<file path="src/rtl/drp_responder.sv">
// DRP responder standing in for the XADC primitive.
// 128 x 16 register space: 0x00-0x3F measurement (RO), 0x40-0x7F config (RW).
module drp_responder #(
    parameter int LATENCY = 4   // DEN-to-DRDY cycles, legal range 1..15
) (
    input  logic        clk,
    input  logic        rst,
    input  logic        den,
    input  logic        dwe,
    input  logic [6:0]  daddr,
    input  logic [15:0] di,
    output logic [15:0] drp_do,
    output logic        drdy,
    input  logic        sample_valid,
    input  logic [5:0]  sample_chan,
    input  logic [11:0] sample_data,
    output logic        proto_err
);

    typedef enum logic {
        IDLE = 1'b0,
        BUSY = 1'b1
    } state_t;

    localparam logic [3:0] CNT_LOAD = 4'(LATENCY - 1);

    state_t      state;
    state_t      state_nxt;
    logic [3:0]  cnt;
    logic [3:0]  cnt_nxt;

    logic [15:0] regs [128];

    logic [6:0]  h_addr;
    logic        h_we;
    logic [15:0] h_di;
    logic [15:0] h_rdata;

    logic        accept;
    logic        violate;

    // State and latency counter register
    always_ff @(posedge clk) begin
        if (rst) begin
            state <= IDLE;
            cnt   <= 4'd0;
        end else begin
            state <= state_nxt;
            cnt   <= cnt_nxt;
        end
    end

    // Next state: accept in IDLE, count down in BUSY, leave on the drdy cycle
    always_comb begin
        state_nxt = state;
        cnt_nxt   = cnt;
        unique case (state)
            IDLE: begin
                if (den) begin
                    state_nxt = BUSY;
                    cnt_nxt   = CNT_LOAD;
                end
            end
            BUSY: begin
                if (cnt != 4'd0) begin
                    cnt_nxt = cnt - 4'd1;
                end else begin
                    state_nxt = IDLE;
                end
            end
            default: begin
                state_nxt = IDLE;
                cnt_nxt   = 4'd0;
            end
        endcase
    end

    // Outputs: drdy on the last BUSY cycle; read data only on read acks
    always_comb begin
        accept  = (state == IDLE) && den;
        violate = (state == BUSY) && den;
        drdy    = (state == BUSY) && (cnt == 4'd0);
        drp_do  = (drdy && !h_we) ? h_rdata : 16'h0000;
    end

    // Holding registers; read data is snapshotted on the accepting edge,
    // so a same-edge sample update to that address is not seen by the read
    always_ff @(posedge clk) begin
        if (rst) begin
            h_addr  <= 7'd0;
            h_we    <= 1'b0;
            h_di    <= 16'h0000;
            h_rdata <= 16'h0000;
        end else if (accept) begin
            h_addr  <= daddr;
            h_we    <= dwe;
            h_di    <= di;
            h_rdata <= regs[daddr];
        end
    end

    // Register file: sample updates in any state, config writes commit
    // at the edge closing drdy; writes to the measurement half are dropped
    always_ff @(posedge clk) begin
        if (rst) begin
            for (int i = 0; i < 128; i++) begin
                regs[i] <= 16'h0000;
            end
        end else begin
            if (sample_valid) begin
                regs[{1'b0, sample_chan}] <= {sample_data, 4'b0000};
            end
            if (drdy && h_we && h_addr[6]) begin
                regs[h_addr] <= h_di;
            end
        end
    end

    // Sticky protocol error: any den seen while a transaction is in flight
    always_ff @(posedge clk) begin
        if (rst) begin
            proto_err <= 1'b0;
        end else if (violate) begin
            proto_err <= 1'b1;
        end
    end

endmodule

</file>
<file path="config.mk">
export PLATFORM = sky130hd
export DESIGN_NAME = drp_responder
export DESIGN_NICKNAME = d
export VERILOG_FILES = /design/src/rtl/drp_responder.sv
export SDC_FILE = /design/constraint.sdc
export NUM_CORES = 2
export LEC_CHECK = 0
export ABC_CLOCK_PERIOD_IN_PS = 8600
export CAP_MARGIN = 20
export CORE_MARGIN = 2
export CORE_UTILIZATION = 45
export CTS_CLUSTER_SIZE = 30
export DETAILED_ROUTE_END_ITERATION = 7
export PLACE_DENSITY_LB_ADDON = 0.3
export SLEW_MARGIN = 20
export SYNTH_ARGS = -nofsm -noshare
export SYNTH_HDL_FRONTEND = slang
export SYNTH_SLANG_ARGS = --single-unit
</file>
<file path="constraint.sdc">
create_clock -name clk -period 8.6 [get_ports clk]
set_input_delay 1.72 -clock clk [delete_from_list [all_inputs] [get_ports clk]]
set_output_delay 1.72 -clock clk [all_outputs]
set_load 0.01 [all_outputs]
</file>
==> flow_summary.ini <==
[detailed_routing]
wl_um = 266000
drt_first_pass_iters = 6
viasPerCell = 5.80
drtAntennaViolNets = 0
num_vias = 52800
drt_first_iter_violations = 6787
drc_errors = 0
post_drt_wl_per_cell_um = 29.2

[synth]
yosys_register_bits = 2094
yosysMostFrequentCell = edfxtp_1
yosysWarnings = 0
synth_top_area_cell = edfxtp_1
netlist_area_mm2 = 0.0941
yosysSeqAreaShare_pct = 66.3
syn_inst = 5956
synth.avg_cell_area_um2 = 15.8
netlist.area_leader.share_pct = 65.4
ys_types = 65
synthTopCellsByArea = edfxtp_1 65%, mux4_2 13%, and2_1 12%
synthTopCellsByCount = 2,048 x edfxtp_1, 1,820 x and2_1, 541 x mux4_2
async_flop_share_pct = 0
synth_flop_cell = edfxtp_1
synth_edf_count = 2048

[timing]
drv_slew = 0
fin_crit_sh_pct = 59.1
setup_tns_ns = 0
worst_slew_pin_slew_ns = 1.22
timing.fmax_ghz = 0.197
hold_viol_final = 0
rsz0062_at_grt = no
fin_worst_skew_ns = 0.0289
max_slew_margin_pct = 18.0
period_needed_ns = 5.08
setup_viol = 0

[worst_hold_path]
hold_class = reg -> reg
hold_start = cnt[3]

[setup_path]
path_buf_inv = 2
setup.worst_path.start = state
crit_family = simple AND/OR/NAND/NOR gates
crit-reg2reg-launch = state
crit_type = reg -> out
endpoint_kind = primary output
cp_max_fo = 16
critPathMaxStageDelay_ns = 0.62
start_kind = register
cp_data_arrival_time_ns = 3.36
cp_slowest_cell = clkdlybuf4s50_1
crit_chain = nand3_1 -> nor2_1 -> buf_4 -> and2_1 -> clkdlybuf4s50_1
required_ns = 6.88

[global_routing]
grt_usage_pct = 25.0
grt_pass1_wl_um = 380000
grt_max_degree = 105
grt-ovfl-total = 0
antenna_found_initial = 9
grt_pass1_vias = 52000

[clock_tree]
insertion_delay_ns = 0.84
post_cts_buffers = 0
cts_tree = done
root_buffer = clkbuf_16
clk_path_buf_depth = 3
cts-resized-gates = 0
htreeDepth = 4
cts_buffers = 206
cts_hold_buf = 0
clk_pin_slew_ns = 0.06
cts_sinks = 2094

[placement]
dp_hpwl_um = 161000
postPlaceCellArea_mm2 = 0.0987
gp_congestion = 0.846
portBuffers = 63

[power]
power_density_mw_per_mm2 = 214
cellLeakagePower_nw = 36.9
worst_ir_drop_vdd_v = 0.000231

[die]
die_h_um = 461
die_width_um = 461
coreArea_mm2 = 0.207
row_count = 167
die-area_mm2 = 0.213
start_util_pct = 45.3
pin_count = 64

[outcome]
status = complete, no violations

[cells_and_area]
register_area_mm2 = 0.0624
fillCellCount = 17000
fin_area_mm2 = 0.105
fin_nets = 6182
layout-drive-gt1-share_pct = 19.1
area_growth_pct = 12.0
multiInputGateArea_mm2 = 0.0305

[flow_run]
max-cap-violations = 0
-- cells by family (layout without fill, tap and decap cells) --
group / after synthesis / in the layout / synth area share [%]
AND/OR/NAND/NOR: 2242 / 2242 / 14.1
flip-flops: 2094 / 2094 / 66.3
multiplexers: 673 / 673 / 14.4
buffers and inverters: 574 / 672 / 2.73
AO/OA/AOI/OAI: 371 / 371 / 2.42
adder cells (fa/ha/maj): 1 / 1 / 0.0133
other: 1 / 257 / 0.00399
-- worst paths after layout --
path	end	slack, ns	cells after the start
setup reg to reg	regs[91][12]	4.69	5
setup / recovery	drp_do[6]	3.52	5
hold reg to reg	cnt[3]	0.48	1
hold / removal	cnt[3]	0.48	1
-- final cells by class --
type                            instances  area share, %
Sequential cell                      2094           59.3
Antenna cell                            1        0.00237
Inverter                               11         0.0475
Timing Repair Buffer                  279           2.24
Tap cell                             2788           3.31
Clock buffer                          260           5.20
Clock inverter                        122           1.03
Multi-Input combinational cell       3543           28.9
-- cell usage in the layout (no fill, tap or decap), types with 42 or more instances in the layout --
cell type / n
a21oi_1: 58
o21ai_1: 72
clkbuf_16: 208
o21ai_2: 42
mux4_2: 541
clkdlybuf4s50_1: 44
conb_1: 256
clkbuf_1: 44
nor2_1: 154
edfxtp_1: 2048
clkinv_1: 47
nand2_1: 131
and2_1: 1820
mux2i_1: 104
buf_4: 205
-- stage by stage --
stage	worst slack, ns	utilization, %	instances	power, mW	hold slack, ns
after floorplan	4.13	-	6211	13.0	0.434
after global placement	2.53	47.5	8708	13.7	0.454
after detailed placement	3.03	47.6	8713	13.8	0.467
after CTS	3.46	50.7	9095	22.5	0.478
after global routing	3.44	50.8	9098	23.1	0.514
final	3.52	50.8	9098	22.5	0.480
-- state kept, by name (all words and copies together) (netlist names) --
signal and count:
cnt 4, h_addr 7, h_di 16, h_rdata 16
h_we 1, proto_err 1, regs 2048, state 1
-- power breakdown --
group | internal [mW] | leakage, nW | switching, mW
registers | 11.7 | 20.7 | 0.154
clock network | 4.99 | 3.21 | 3.96
logic | 0.598 | 13.0 | 1.14
total | 17.2 | 36.9 | 5.25
-- worst register-to-register path: cells and delay by family, from the launching register on --
family          cells  cell delay (ns)
compound gates      1             0.95
buf+inv             1             0.35
flops               1             0.52
simple gates        3             1.76
-- layer usage --
layer	wire length (µm)	up-vias	global-route usage, %
met2	127000	2605	39.6
met3	22600	467	4.14
met4	10300	6	9.04
met5	40	-	0
li1	-	22200	-
met1	106000	27500	34.9
(Power assumes the default switching activity.)
